[config.mk]
export PLATFORM = sky130hd
export DESIGN_NAME = cdb_arbiter
export DESIGN_NICKNAME = d
export VERILOG_FILES = /design/src/rtl/cdb_arbiter_pkg.sv /design/src/rtl/cdb_src_fifo.sv /design/src/rtl/cdb_arbiter.sv
export SDC_FILE = /design/constraint.sdc
export NUM_CORES = 1
export LEC_CHECK = 0
export BUFFER_PORTS_ARGS = -buffer_cell sky130_fd_sc_hd__buf_2
export CAP_MARGIN = 20
export CORE_UTILIZATION = 40
export DETAILED_ROUTE_END_ITERATION = 8
export PLACE_DENSITY = 0.63
export SLEW_MARGIN = 20
export SYNTH_ARGS = -nofsm -noshare
export SYNTH_HDL_FRONTEND = slang
export SYNTH_SLANG_ARGS = --single-unit
[constraint.sdc]
create_clock -name clk_in -period 4.85 [get_ports clk_in]
set_input_delay 0.485 -clock clk_in [delete_from_list [all_inputs] [get_ports clk_in]]
set_output_delay 0.485 -clock clk_in [all_outputs]
set_load 0.005 [all_outputs]
[src/rtl/cdb_arbiter_pkg.sv]
// Shared constants for the CDB arbiter slice: ROB tag sizing, null tag and source indices.
package cdb_arbiter_pkg;

  localparam int unsigned ENTRY_W = 5;
  typedef logic [ENTRY_W-1:0] entry_t;
  localparam entry_t ENTRY_NULL = '0;

  localparam logic TRUE  = 1'b1;
  localparam logic FALSE = 1'b0;

  typedef enum logic [0:0] {
    SRC_ALU = 1'b0,
    SRC_LSB = 1'b1
  } cdb_src_e;

  function automatic int unsigned clog2_min1(input int unsigned n);
    return (n > 1) ? $clog2(n) : 1;
  endfunction

endpackage

[src/rtl/cdb_src_fifo.sv]
// Per-source result queue; flush empties it and wins over push/pop in the same cycle.
module cdb_src_fifo
  import cdb_arbiter_pkg::*;
#(
  parameter int unsigned DEPTH = 2,
  parameter int unsigned WIDTH = 8
) (
  input  logic             clk_in,
  input  logic             rst_in,
  input  logic             flush,
  input  logic             push,
  input  logic             pop,
  input  logic [WIDTH-1:0] din,
  output logic [WIDTH-1:0] head,
  output logic             empty,
  output logic             full
);

  localparam int unsigned PTR_W = clog2_min1(DEPTH);
  localparam int unsigned CNT_W = $clog2(DEPTH) + 1;

  logic [WIDTH-1:0] r_mem [DEPTH];
  logic [PTR_W-1:0] r_rd_ptr;
  logic [PTR_W-1:0] r_wr_ptr;
  logic [CNT_W-1:0] r_count;
  logic             w_push;
  logic             w_pop;

  function automatic logic [PTR_W-1:0] next_ptr(input logic [PTR_W-1:0] p);
    return (p == PTR_W'(DEPTH - 1)) ? '0 : p + 1'b1;
  endfunction

  assign empty  = (r_count == '0);
  assign full   = (r_count == CNT_W'(DEPTH));
  assign w_push = push && !full;
  assign w_pop  = pop && !empty;
  assign head   = r_mem[r_rd_ptr];

  always_ff @(posedge clk_in or negedge rst_in) begin
    if (!rst_in) begin
      r_rd_ptr <= '0;
      r_wr_ptr <= '0;
      r_count  <= '0;
    end else if (flush) begin
      r_rd_ptr <= '0;
      r_wr_ptr <= '0;
      r_count  <= '0;
    end else begin
      if (w_push) r_wr_ptr <= next_ptr(r_wr_ptr);
      if (w_pop)  r_rd_ptr <= next_ptr(r_rd_ptr);
      case ({w_push, w_pop})
        2'b10:   r_count <= r_count + CNT_W'(1);
        2'b01:   r_count <= r_count - CNT_W'(1);
        default: r_count <= r_count;
      endcase
    end
  end

  // Payload storage needs no reset; the count alone defines validity.
  always_ff @(posedge clk_in) begin
    if (w_push && !flush) r_mem[r_wr_ptr] <= din;
  end

endmodule

[src/rtl/cdb_arbiter.sv]
// Round-robin arbiter sharing one registered CDB broadcast among NUM_SRC result queues.
module cdb_arbiter
  import cdb_arbiter_pkg::*;
#(
  parameter int unsigned NUM_SRC    = 2,
  parameter int unsigned ENTRY_W    = cdb_arbiter_pkg::ENTRY_W,
  parameter int unsigned FIFO_DEPTH = 2,
  localparam int unsigned SRC_W     = clog2_min1(NUM_SRC)
) (
  input  logic                       clk_in,
  input  logic                       rst_in,
  input  logic                       rdy_in,
  input  logic                       roll_back,
  input  logic [NUM_SRC-1:0]         req_valid,
  output logic [NUM_SRC-1:0]         req_ready,
  input  logic [NUM_SRC*ENTRY_W-1:0] req_entry,
  input  logic [NUM_SRC*32-1:0]      req_value,
  input  logic [NUM_SRC*32-1:0]      req_pc,
  output logic                       cdb_valid,
  output logic [ENTRY_W-1:0]         cdb_entry,
  output logic [31:0]                cdb_value,
  output logic [31:0]                cdb_pc,
  output logic [SRC_W-1:0]           cdb_src
);

  localparam int unsigned PAY_W = ENTRY_W + 64;
  localparam logic [ENTRY_W-1:0] W_NULL = ENTRY_W'(ENTRY_NULL);

  logic [PAY_W-1:0]   w_head [NUM_SRC];
  logic [NUM_SRC-1:0] w_empty;
  logic [NUM_SRC-1:0] w_full;
  logic [NUM_SRC-1:0] w_push;
  logic [NUM_SRC-1:0] w_pop;
  logic               w_found;
  logic [SRC_W-1:0]   w_winner;
  logic [PAY_W-1:0]   w_win_head;

  logic               r_cdb_valid;
  logic [ENTRY_W-1:0] r_cdb_entry;
  logic [31:0]        r_cdb_value;
  logic [31:0]        r_cdb_pc;
  logic [SRC_W-1:0]   r_cdb_src;
  logic [SRC_W-1:0]   r_rr_ptr;

  for (genvar g = 0; g < NUM_SRC; g++) begin : g_src
    logic [ENTRY_W-1:0] w_entry;
    assign w_entry      = req_entry[g*ENTRY_W +: ENTRY_W];
    assign req_ready[g] = !w_full[g] && rdy_in && !roll_back;
    // Null tags complete the handshake but are never queued.
    assign w_push[g]    = req_valid[g] && req_ready[g] && (w_entry != W_NULL);
    assign w_pop[g]     = rdy_in && !roll_back && w_found && (w_winner == SRC_W'(g));

    cdb_src_fifo #(
      .DEPTH (FIFO_DEPTH),
      .WIDTH (PAY_W)
    ) u_fifo (
      .clk_in (clk_in),
      .rst_in (rst_in),
      .flush  (roll_back),
      .push   (w_push[g]),
      .pop    (w_pop[g]),
      .din    ({w_entry, req_value[g*32 +: 32], req_pc[g*32 +: 32]}),
      .head   (w_head[g]),
      .empty  (w_empty[g]),
      .full   (w_full[g])
    );
  end

  always_comb begin
    int unsigned idx;
    idx      = 0;
    w_found  = 1'b0;
    w_winner = '0;
    for (int unsigned k = 0; k < NUM_SRC; k++) begin
      idx = (32'(r_rr_ptr) + k) % NUM_SRC;
      if (!w_found && !w_empty[SRC_W'(idx)]) begin
        w_found  = 1'b1;
        w_winner = SRC_W'(idx);
      end
    end
  end

  assign w_win_head = w_head[w_winner];

  always_ff @(posedge clk_in or negedge rst_in) begin
    if (!rst_in) begin
      r_cdb_valid <= 1'b0;
      r_cdb_entry <= W_NULL;
      r_cdb_value <= '0;
      r_cdb_pc    <= '0;
      r_cdb_src   <= '0;
      r_rr_ptr    <= '0;
    end else if (roll_back) begin
      r_cdb_valid <= 1'b0;
      r_rr_ptr    <= '0;
    end else if (rdy_in) begin
      if (w_found) begin
        r_cdb_valid <= 1'b1;
        {r_cdb_entry, r_cdb_value, r_cdb_pc} <= w_win_head;
        r_cdb_src   <= w_winner;
        r_rr_ptr    <= (w_winner == SRC_W'(NUM_SRC - 1)) ? '0 : w_winner + 1'b1;
      end else begin
        r_cdb_valid <= 1'b0;
      end
    end
  end

  assign cdb_valid = r_cdb_valid;
  assign cdb_entry = r_cdb_entry;
  assign cdb_value = r_cdb_value;
  assign cdb_pc    = r_cdb_pc;
  assign cdb_src   = r_cdb_src;

endmodule

Word level (Yosys, flattened, before mapping)
Memories as Yosys holds them, arrays and structs flattened. Cells that the tools add are included.

Flip-flop bits (word level): 80. Bits in writable memories: 276. Bits of input ports: 144. Logic and storage cells: 113. Memories: 2.

Memories: g_src[0].u_fifo.r_mem (words 2, width 69, read ports 1, clocked after memory_dff 0, write ports 1, line cdb_src_fifo.sv:22) `logic [WIDTH-1:0] r_mem [DEPTH];`; g_src[1].u_fifo.r_mem (words 2, width 69, read ports 1, clocked after memory_dff 0, write ports 1, line cdb_src_fifo.sv:22).

Add/subtract/negate cells: 10. Magnitude comparators: 3. Equal/unequal tests: 6. Multiplexer cells: 38. Bitwise logic cells: 3. Reduce and logical (&&, ||, !) cells: 39.

Operators by type and width (count): $mux 69 (3); $mux 1 (31); $logic_and 1x1->1 (19); $reduce_bool 2->1 (6); $reduce_bool 5->1 (2); $eq 2x2->1 const B (4); $pmux 2 s2 (2); $add 1x1->1 const B (6); $logic_not 1->1 (6); $reduce_bool 3->1 (2); $add 2x1->2 const B (2); $eq 2x1->1 const B (2); $logic_not 2->1 (2); $lt 1x2->1 const B (2); $mux 2 (2); $sub 2x1->2 const B (2); $reduce_and 3->1 (1); $ge 2x2->1 const B (1); $not 1->1 (2); $not 1->2 (1); $reduce_and 2->1 (1).

Depth between registers and ports, before layout
Gate-level depths: netlist of the first run.

Word-level depth: 12. Gate-level depth with buffers: 7. Depth with buffers taken out: 4.

Hierarchy
A second synthesis of the first run with hierarchy kept.

Cells, all modules: 740. Area, all modules: 13696.9 um^2.

Modules (own cells, without submodules): cdb_src_fifo (g_src[0].u_fifo) (instances 1, cells each 241, area an instance 5192.5 um^2, seq. area each 4244.1 um^2); cdb_src_fifo (g_src[1].u_fifo) (instances 1, cells each 240, area an instance 5178.7 um^2, seq. area each 4244.1 um^2); cdb_arbiter (instances 1, cells each 259, area an instance 3325.7 um^2, seq. area each 1801.7 um^2).

Least setup slack after synthesis of the first run
OpenSTA, ideal clock, no wires.

Path kind: in2reg. Start point: in rdy_in. End point: mem g_src[1].u_fifo.r_mem[0][0] (netlist name), enable pin. Setup time: 0.505 ns. Arrival: 4.347 ns. Required time: 4.345 ns. Setup slack: -0.002 ns. Stages on the path: 5. Buffers on the path: 1. Cells stage by stage: buf_4 -> nand2b_4 -> nor3b_1 -> and2_1 -> nor2b_1.

Word-level cells in the longest chain between the ends: 8.

Ends and longest elaborated chain: start, declared (line cdb_arbiter.sv:12) `input logic rdy_in,`; $logic_and 1x1->1 (2 in series) (line cdb_arbiter.sv:48) `assign req_ready[g] = !w_full[g] && rdy_in && !roll_back;`; $logic_and 1x1->1 (2 in series) (line cdb_arbiter.sv:50) `assign w_push[g] = req_valid[g] && req_ready[g] && (w_entry != W_NULL);`; $logic_and 1x1->1 (line cdb_src_fifo.sv:35) `assign w_push = push && !full;`; $logic_and 1x1->1 (line cdb_src_fifo.sv:61) `if (w_push && !flush) r_mem[r_wr_ptr] <= din;`; $mux 1 (line cdb_src_fifo.sv:61); $mux 1 (implied by the code) (line cdb_src_fifo.sv:61); end, declared (line cdb_src_fifo.sv:22).

Every way passes these cells.

Worst setup path after layout of the first run
Start point: reg g_src[1].u_fifo.r_count[1]. End point: mem g_src[1].u_fifo.r_mem[0][17] (netlist name), enable pin.

Word-level cells in the longest chain between the ends: 10.

Ends and longest elaborated chain: start, declared (line cdb_src_fifo.sv:25) `logic [CNT_W-1:0] r_count;`; start signal, assigned (line cdb_src_fifo.sv:52) `2'b10: r_count <= r_count + CNT_W'(1);`; start signal, assigned (line cdb_src_fifo.sv:53) `2'b01: r_count <= r_count - CNT_W'(1);`; start signal, assigned (line cdb_src_fifo.sv:54) `default: r_count <= r_count;`; $eq 2x2->1 (*) (line cdb_src_fifo.sv:34) `assign full = (r_count == CNT_W'(DEPTH));`; $logic_not 1->1 (*) (line cdb_src_fifo.sv:35, cdb_arbiter.sv:48); $logic_and 1x1->1 (2 in series) (line cdb_arbiter.sv:48); $logic_and 1x1->1 (2 in series) (line cdb_arbiter.sv:50); $logic_and 1x1->1 (*) (line cdb_src_fifo.sv:35); $logic_and 1x1->1 (*) (line cdb_src_fifo.sv:61); $mux 1 (*) (line cdb_src_fifo.sv:61); $mux 1 (implied by the code) (*) (line cdb_src_fifo.sv:61).

Mark *: on every way between the ends. The rest lies on a longest branch, timed or not.

==> results by group, run 1 <==
Route
  – Detail Route Antenna Nets: 0
  – TritonRoute pass-1 iters: 5
  – DRC viols: 0
  – Post-Route WL: 29.9 mm
  – Vias per cell: 5.09
  – Routed vias: 7365
  – WL/cell: 20.6 um
  – Initial drt markers: 410

STA
  – Fmax: 0.351 GHz
  – Final worst path period share: 58.8%
  – Max-slew headroom: 36.0%
  – Tmin final: 2.85 ns
  – Setup TNS: 0 ns
  – Setup repair after global routing missed its margin: no
  – Final setup fails: 0
  – Final Skew: 0.00669 ns
  – Final Hold Viols: 2
  – Fin. max-slew vios: 0
  – Worst hold slack: -0.00258 ns
  – Worst-margin pin slew: 0.958 ns
  – Final WS setup: 2.00 ns

Logic synthesis
  – Synthesized area per cell: 18.6 sq um
  – EDFF count, synth: 276
  – Most frequent cell after synthesis: edfxtp_1
  – Synthesized area: 0.0138 sq mm
  – Mapped Nets: 882
  – Cell variety after synth: 39
  – Synth top area share: 60.2%
  – Async SR Flop Fraction: 22.5%
  – Ys Warns: 0
  – Sequential-to-total area share from yosys stat: 74.8%
  – Post-synth top area cell: edfxtp_1
  – Synth Flop Type: edfxtp_1
  – Post-Syn Instances: 738
  – #FFs+latches synth: 356
  – Top post-synthesis cells by area: edfxtp_1 60%, dfrtp_1 15%, mux2i_1 10%
  – Commonest cells in the netlist: 276 x edfxtp_1, 141 x mux2i_1, 80 x dfrtp_1, 75 x nand2_1, 69 x o221ai_2

Min path
  – Worst hold path class: input pin to async pin

Pwr
  – Cell Pwr Density: 460 mW/mm^2
  – Leak: 5.89 nW
  – Worst VDD drop: 261 uV

Final layout
  – Fraction of layout cells with a size suffix above 1: 36.6%
  – # fillers: 2887
  – Area Growth Syn to Fin: 19.6%
  – Non-Filler Instances: 1448
  – Nets: 1109
  – Final core utilization: 48.8%

Place
  – GPL Wtd Cong: 0.776
  – Port-buffer cells: 216
  – Pre-CTS setup slack: 1.79 ns
  – DP HPWL: 18.8 mm
  – Inst Count DP: 1372

GRT
  – Overflow after GRT: 0
  – GRT Total Usage: 16.9%
  – First-pass GRT wire length: 44.9 mm
  – Initial antenna violation count: 7
  – Pin count of the biggest net entering global routing: 71
  – Vias in the first global route: 7434

CTS
  – Hold Buf Count CTS: 0
  – Max H-tree Level: 2
  – Clk_lat worst skew: 0.51 ns
  – Clk slew on worst S/H paths: 0.06 ns
  – Clk Tree Root Cell: clkbuf_16
  – Clock tree from TritonCTS: done
  – Clock sinks: 356
  – Setup Buffers After CTS: 0
  – Clock buffer depth: 3
  – Post-cts resize count: 0
  – CTS Buf Count: 39

Run
  – Max cap viols: 0

Setup path
  – FF-to-FF setup slack: 2.00 ns
  – CP endpoint kind: register
  – WP data required: 5.04 ns
  – CP Cell Sequence: nor2b_1, nor3b_1, and2_1, nor2b_4, buf_4
  – CP max stage delay: 0.79 ns
  – Delay-heaviest family, CP: simple AND/OR/NAND/NOR gates
  – Worst Setup SP: g_src[1].u_fifo.r_count[1]
  – Worst flop-to-flop path startpoint: g_src[1].u_fifo.r_count[1]
  – Worst reg-to-reg path cell count: 5
  – Setup CP Type: register to register
  – Crit path depth: 5
  – Critical Path AT: 3.04 ns
  – Critical Path End: g_src[1].u_fifo.r_mem[0][17]
  – CP max-delay cell: nor2b_4
  – Critical R2R Capture: g_src[1].u_fifo.r_mem[0][17]
  – CP Launch Type: register
  – CP Buf/Inv Count: 1
  – Worst-path maximum fanout: 25

Floorplanning
  – Starting Density: 40.8%
  – # rows: 67
  – Core area: 0.0337 sq mm
  – Die Area: 0.0351 sq mm
  – Die H: 187 um
  – IO Pins: 217
  – Die width: 187 um

Run status
  – Failing checks: negative hold slack
  – Status: finished, violations left
-- metal layers --
| layer | vias to the layer above | part of all wire [%] | GRT usage (%) |
|---|---|---|---|
| li1 | 3358 | - | - |
| met1 | 3716 | 44 | 23.0 |
| met2 | 238 | 49 | 27.7 |
| met3 | 47 | 5.7 | 3.47 |
| met4 | 6 | 1.6 | 4.66 |
| met5 | - | 0.13 | 0 |
-- logic make-up after synthesis --
group	synth area share (%)
AND/OR/NAND/NOR	3.32
flip-flops	74.8
multiplexers	10.3
XOR/XNOR	0.318
AO/OA/AOI/OAI	8.43
buffers and inverters	2.88
-- cell usage in the layout, fill, tap and decap left out, types with 7 or more instances in the layout --
master     count
o221ai_2      69
clkbuf_8       7
buf_2        215
mux2i_1      141
buf_4          9
edfxtp_1     276
clkbuf_16     41
clkbuf_1      15
dfrtp_1       78
nand2_1       75
nor2_1        10
-- worst min-delay path by stage --
stage | from | end | cells past startpoint
after global placement | cdb_value[15] | cdb_value[15] | 2
after floorplan | rst_in | cdb_entry[0] | 0
final | rst_in | cdb_value[28] | 1
after global routing | rst_in | cdb_value[28] | 1
after detailed placement | cdb_pc[6] | cdb_pc[6] | 2
after CTS | rst_in | cdb_value[28] | 1
-- per-stage QoR --
stage	hold WS, ns	cell area, sq um	power (W)
after floorplan	0.189	13800	0.00431
after global placement	0.467	15200	0.00479
after detailed placement	0.469	15200	0.00481
after CTS	0.0179	16400	0.00765
after global routing	0.0258	16400	0.00787
final	-0.00258	16500	0.00756
-- registers in the layout, summed over array words and instances, names as in the netlist --
register,cells
cdb_entry,5
cdb_pc,32
cdb_src,1
cdb_valid,1
cdb_value,32
g_src.u_fifo.r_count,4
g_src.u_fifo.r_mem,276
g_src.u_fifo.r_rd_ptr,2
g_src.u_fifo.r_wr_ptr,2
r_rr_ptr,1
-- power by group --
part	switching (W)	total (W)	internal, W
Combinational	0.000485	0.000948	0.000463
Clock	0.00112	0.00283	0.00171
Sequential	0.000194	0.00379	0.00359
Total	0.00180	0.00756	0.00577
-- cell type report --
class                      count  area, sq um  area share, %
antenna                        5         12.5         0.0761
clock buffer                  63         1180           7.16
clock inverter                 8         65.1          0.395
inverter                       4         15.0         0.0913
multi-input combinational    337         3120           19.0
sequential                   356        10300           62.6
tap                          448          561           3.41
timing repair buffer         227         1200           7.32
Note: power is estimated with default switching activity, not from simulation.
==> inputs of run 2 (changes only) <==
==> constraint.sdc (replaced) <==
create_clock -name clk_in -period 2.5 [get_ports clk_in]
set_input_delay 0.25 -clock clk_in [delete_from_list [all_inputs] [get_ports clk_in]]
set_output_delay 0.25 -clock clk_in [all_outputs]
set_load 0.005 [all_outputs]
==> run 2 against run 1 <==
Against the previous run:
- the run now ends clean
- global-route usage is 0.64 points higher
- largest power group unchanged
- die area stayed put
- routed wire length is 1.9% higher
- clock power is 94% higher
- largest cell class unchanged
- critical path type unchanged
==> results by group, run 2 (synthesis gave the netlist of run 1 again) <==
STA
  – Setup repair after global routing missed its margin: no
  – Final setup fails: 0
  – Final WS setup: 0.186 ns
  – Tmin final: 2.31 ns
  – Fmax: 0.432 GHz
  – Final Hold Viols: 0
  – Fin. max-slew vios: 0
  – Max-slew headroom: 46.6%
  – Final worst path period share: 92.6%
  – Worst-margin pin slew: 0.800 ns
  – Final Skew: 0.0128 ns
  – Setup TNS: 0 ns

CTS
  – Clk_lat worst skew: 0.51 ns
  – Clock tree from TritonCTS: done
  – Post-cts resize count: 0
  – Clock buffer depth: 3
  – CTS Buf Count: 38
  – Clock sinks: 356
  – Clk Tree Root Cell: clkbuf_16
  – Clk slew on worst S/H paths: 0.05 ns
  – Setup Buffers After CTS: 0
  – Max H-tree Level: 2

Setup path
  – WP data required: 2.68 ns
  – Delay-heaviest family, CP: simple AND/OR/NAND/NOR gates
  – CP endpoint kind: register
  – Worst reg-to-reg path cell count: 6
  – Critical Path End: g_src[0].u_fifo.r_mem[1][17]
  – CP Buf/Inv Count: 3
  – CP max-delay cell: nor2_4
  – Worst-path maximum fanout: 46
  – CP max stage delay: 0.58 ns
  – Critical Path AT: 2.50 ns
  – Setup CP Type: register to register
  – Critical R2R Capture: g_src[0].u_fifo.r_mem[1][17]
  – Crit path depth: 6
  – CP Launch Type: register
  – CP Cell Sequence: inv_1, o211ai_1, or2_4, buf_4, nor2_4, buf_12
  – Worst flop-to-flop path startpoint: g_src[0].u_fifo.r_count[1]
  – Worst Setup SP: g_src[0].u_fifo.r_count[1]
  – FF-to-FF setup slack: 0.19 ns

Final layout
  – Area Growth Syn to Fin: 31.8%
  – Biggest register: g_src.u_fifo.r_mem
  – Largest register FFs: 276
  – Final core utilization: 53.8%
  – Most common cell after layout, fill and taps aside: edfxtp_1
  – Fraction of layout cells with a size suffix above 1: 34.0%
  – Commonest non-fill, non-tap cells in the layout: 276 x edfxtp_1, 215 x buf_2, 141 x mux2i_1
  – Nets: 1268

Route
  – Initial drt markers: 482
  – TritonRoute pass-1 iters: 4
  – WL/cell: 19.0 um
  – Vias per cell: 4.86
  – DRC viols: 0
  – Post-Route WL: 30.5 mm
  – Detail Route Antenna Nets: 0
  – Routed vias: 7792

Floorplanning
  – Core area: 0.0337 sq mm
  – Die width: 187 um
  – Die Area: 0.0351 sq mm
  – Die H: 187 um
  – # rows: 67
  – IO Pins: 217
  – Starting Density: 40.8%

Place
  – DP HPWL: 19.2 mm
  – Pre-CTS setup slack: -0.0736 ns
  – Port-buffer cells: 216
  – GPL Wtd Cong: 0.763

Min path
  – Hold Path Origin: roll_back
  – Worst hold path class: input pin to register

GRT
  – GRT Total Usage: 17.6%
  – First-pass GRT wire length: 47.1 mm
  – Initial antenna violation count: 4
  – Vias in the first global route: 8259
  – Pin count of the biggest net entering global routing: 52
  – Overflow after GRT: 0

Pwr
  – Reported net switching power: 0.00347 W
  – Gate power share: 13.8%
  – Clock Power Share: 37.0%
  – Worst VDD drop: 625 uV
  – Sequential cell fraction of total power: 49.2%
  – Cell Pwr Density: 818 mW/mm^2
  – Switching portion of total power: 23.4%
  – Design Power: 0.0148 W
  – Leak: 6.62 nW
  – Design internal power: 0.0114 W

Run
  – Max cap viols: 0

Run status
  – Status: complete, no violations
## run 2: cell types whose count changed in the layout (fill, tap and decap cells not counted), moves of 2 or more
cell and change:
diode_2 -2, dlygate4sd3_1 +139, buf_4 +12, clkbuf_1 -6
clkinv_2 +3, buf_12 +8
## run 2: power groups by stage
stage	combinational, W	clock [W]	sequential, W
after global placement	0.00186	0	0.00742
final	0.00205	0.00549	0.00730
after global routing	0.00227	0.00585	0.00736
after floorplan	0.000990	0	0.00738
after CTS	0.00209	0.00562	0.00731
after detailed placement	0.00192	0	0.00742
## run 2: worst min-delay path by stage
| stage | endpoint | slack (ns) | depth (start not counted) |
|---|---|---|---|
| after floorplan | cdb_entry[0] | -0.05 | 0 |
| after global placement | cdb_pc[14] | 0.39 | 1 |
| after detailed placement | cdb_pc[14] | 0.39 | 1 |
| after CTS | g_src[0].u_fifo.r_rd_ptr | 0.04 | 3 |
| after global routing | g_src[1].u_fifo.r_rd_ptr | 0.05 | 3 |
| final | g_src[0].u_fifo.r_rd_ptr | 0.06 | 3 |
## run 2: per-layer routing
| metal | vias to the layer above | global-route usage (%) | wire [um] |
|---|---|---|---|
| li1 | 3683 | - | - |
| met1 | 3833 | 22.7 | 13000 |
| met2 | 217 | 30.0 | 15100 |
| met3 | 57 | 3.25 | 1400 |
| met4 | 2 | 5.75 | 880 |
| met5 | - | 0 | 13 |
## run 2: through the flow
| stage | area (sq um) | instances | hold WS [ns] |
|---|---|---|---|
| after floorplan | 13800 | 738 | -0.0456 |
| after global placement | 15500 | 1392 | 0.386 |
| after detailed placement | 15500 | 1392 | 0.390 |
| after CTS | 18100 | 1600 | 0.0391 |
| after global routing | 18100 | 1604 | 0.0511 |
| final | 18100 | 1604 | 0.0575 |
## run 2: worst reg2reg max path, stage by stage (launching register included)
cell and delay (ns):
dfrtp_1 0.37, inv_1 0.09, o211ai_1 0.13, or2_4 0.26, buf_4 0.16, nor2_4 0.58, buf_12 0.37
## run 2: area by class of cell
class,instances,area (sq um)
fill,2724,15600
tap,448,561
sequential,356,10300
timing repair buffer,387,2870
clock inverter,11,80.1
clock buffer,58,1170
multi-input combinational,337,3140
antenna,3,7.51
inverter,4,15.0
## run 2: repair_timing
action / 4_1_cts / 5_1_grt
endpoints found under the hold margin: 326 / 0
setup endpoints to repair: 0 / 0
hold buffers: 139 / 0
==> inputs of run 3 (changes only) <==
--- a/config.mk
+++ b/config.mk
@@ -7,9 +7,11 @@
 export LEC_CHECK = 0
 export BUFFER_PORTS_ARGS = -buffer_cell sky130_fd_sc_hd__buf_2
 export CAP_MARGIN = 20
+export CELL_PAD_IN_SITES_DETAIL_PLACEMENT = 1
+export CELL_PAD_IN_SITES_GLOBAL_PLACEMENT = 1
 export CORE_UTILIZATION = 40
 export DETAILED_ROUTE_END_ITERATION = 8
-export PLACE_DENSITY = 0.63
+export PLACE_DENSITY = 0.72
 export SLEW_MARGIN = 20
 export SYNTH_ARGS = -nofsm -noshare
 export SYNTH_HDL_FRONTEND = slang
==> run 3 against run 2 <==
Against the previous run:
- clock power down 0.9%
- count of clock-buffer cells in the layout is 9 lower
- highest routed layer unchanged
- sequential power rose by 0.5%
- fmax is 3.4% lower
- hold slack got worse by 0.014 ns
- largest cell class unchanged
- combinational power grew 2%
- power is 0.26% higher
- worst setup slack worse by 0.083 ns
- global-route usage is 1.9 points higher
==> results by group, run 3 (synthesis gave the netlist of run 1 again) <==
Run status
  – Status: complete, no violations

STA
  – Fin. max-slew vios: 0
  – Final Hold Viols: 0
  – Setup TNS: 0 ns
  – Fmax: 0.417 GHz
  – Final worst path period share: 95.9%
  – Setup repair after global routing missed its margin: no
  – Tmin final: 2.40 ns
  – Max-slew headroom: 32.2%
  – Worst-margin pin slew: 1.01 ns
  – Final setup fails: 0
  – Final Skew: 0.0134 ns

Setup path
  – WP data required: 2.68 ns
  – CP endpoint kind: register
  – Setup CP Type: input pin to register
  – Critical Path AT: 2.58 ns
  – Worst-path maximum fanout: 39
  – CP Launch Type: input pin

Floorplanning
  – Starting Density: 40.8%
  – Die H: 187 um
  – Die width: 187 um
  – Core area: 0.0337 sq mm
  – IO Pins: 217
  – Die Area: 0.0351 sq mm
  – # rows: 67

Final layout
  – Most common cell after layout, fill and taps aside: edfxtp_1
  – Commonest non-fill, non-tap cells in the layout: 276 x edfxtp_1, 215 x buf_2, 141 x mux2i_1
  – Nets: 1260
  – Area Growth Syn to Fin: 30.9%
  – Largest register FFs: 276
  – Final core utilization: 53.4%
  – Biggest register: g_src.u_fifo.r_mem
  – Fraction of layout cells with a size suffix above 1: 33.3%
  – Post-route cell area: 0.0180 sq mm

Place
  – DP HPWL: 20.7 mm
  – Port-buffer cells: 216
  – Post-DP Area: 0.0154 sq mm
  – GPL Wtd Cong: 0.740

GRT
  – GRT Total Usage: 19.5%
  – Vias in the first global route: 8911
  – Overflow after GRT: 0
  – First-pass GRT wire length: 52.1 mm
  – Pin count of the biggest net entering global routing: 56
  – Initial antenna violation count: 4

Run
  – Max cap viols: 0

Pwr
  – Leak: 6.54 nW
  – Worst VDD drop: 643 uV
  – Cell Pwr Density: 826 mW/mm^2

Route
  – DRC viols: 0
  – Post-Route WL: 33.8 mm
  – Initial drt markers: 426
  – WL/cell: 21.2 um
  – Detail Route Antenna Nets: 0
  – Routed vias: 7972
  – TritonRoute pass-1 iters: 4
  – Vias per cell: 4.99

CTS
  – Clk slew on worst S/H paths: 0.05 ns
  – Clock sinks: 356
  – CTS Buf Count: 38
  – Clock tree from TritonCTS: done
  – Clock buffer depth: 3
  – Clk_lat worst skew: 0.51 ns
  – Max H-tree Level: 2
  – Setup Buffers After CTS: 0
  – Clk Tree Root Cell: clkbuf_16

Min path
  – Worst hold path class: input pin to register
## run 3: repair_timing
action / 4_1_cts / 5_1_grt
hold buffers: 139 / 0
hold endpoints to repair: 301 / 0
endpoints found under the setup margin: 0 / 78
resized for setup: 0 / 3
## run 3: final timing paths
path	slack (ns)	startpoint	cells past startpoint	to
hold reg to reg	0.48	cdb_entry[4]	2	cdb_entry[4]
hold / removal	0.04	roll_back	3	g_src[1].u_fifo.r_rd_ptr
setup reg to reg	0.15	g_src[0].u_fifo.r_count[1]	5	g_src[0].u_fifo.r_mem[1][40]
min in group asynchronous	0.21	rst_in	2	cdb_pc[13]
setup / recovery	0.10	req_entry[0]	7	g_src[0].u_fifo.r_mem[1][40]
max in group asynchronous	1.57	rst_in	3	cdb_value[9]
## run 3: area by class of cell
class	count	area, sq um
Fill cell	3202	15700
Sequential cell	356	10300
Multi-Input combinational cell	337	3140
Timing Repair Buffer	379	2770
Clock buffer	49	1080
Tap cell	448	561
Clock inverter	20	144
Inverter	4	15.0
Antenna cell	3	7.51
## run 3: critical path, cell delays in order
cell           delay, ns
dlygate4sd3_1       0.56
buf_2               0.15
or4_4               0.13
nor2_1              0.06
or2_4               0.28
nor2_4              0.77
buf_12              0.33
## run 3: metal layers
layer | up-vias | global-route usage, % | share of wire [%]
li1 | 3658 | - | -
met2 | 217 | 34.8 | 51
met5 | - | 0 | 0.038
met1 | 4038 | 24.4 | 42
met3 | 57 | 3.53 | 4.6
met4 | 2 | 5.19 | 2.1
## run 3: report_power, final
part | internal [W] | switching (W) | leakage [nW] | total (W)
clock network | 0.00324 | 0.00221 | 0.588 | 0.00544
logic | 0.00107 | 0.00103 | 2.45 | 0.00210
registers | 0.00697 | 0.000372 | 3.50 | 0.00734
total | 0.0113 | 0.00361 | 6.54 | 0.0149
## run 3: through the flow
step	power [W]	worst slack [ns]	std cells	hold WS [ns]
floorplan	0.00837	0.0131	738	-0.0456
global placement	0.00929	0.0114	1385	0.208
detailed placement	0.00939	-0.0194	1385	0.218
CTS	0.0150	0.0369	1593	0.0257
global route	0.0155	0.00449	1596	0.0400
finish	0.0149	0.103	1596	0.0435
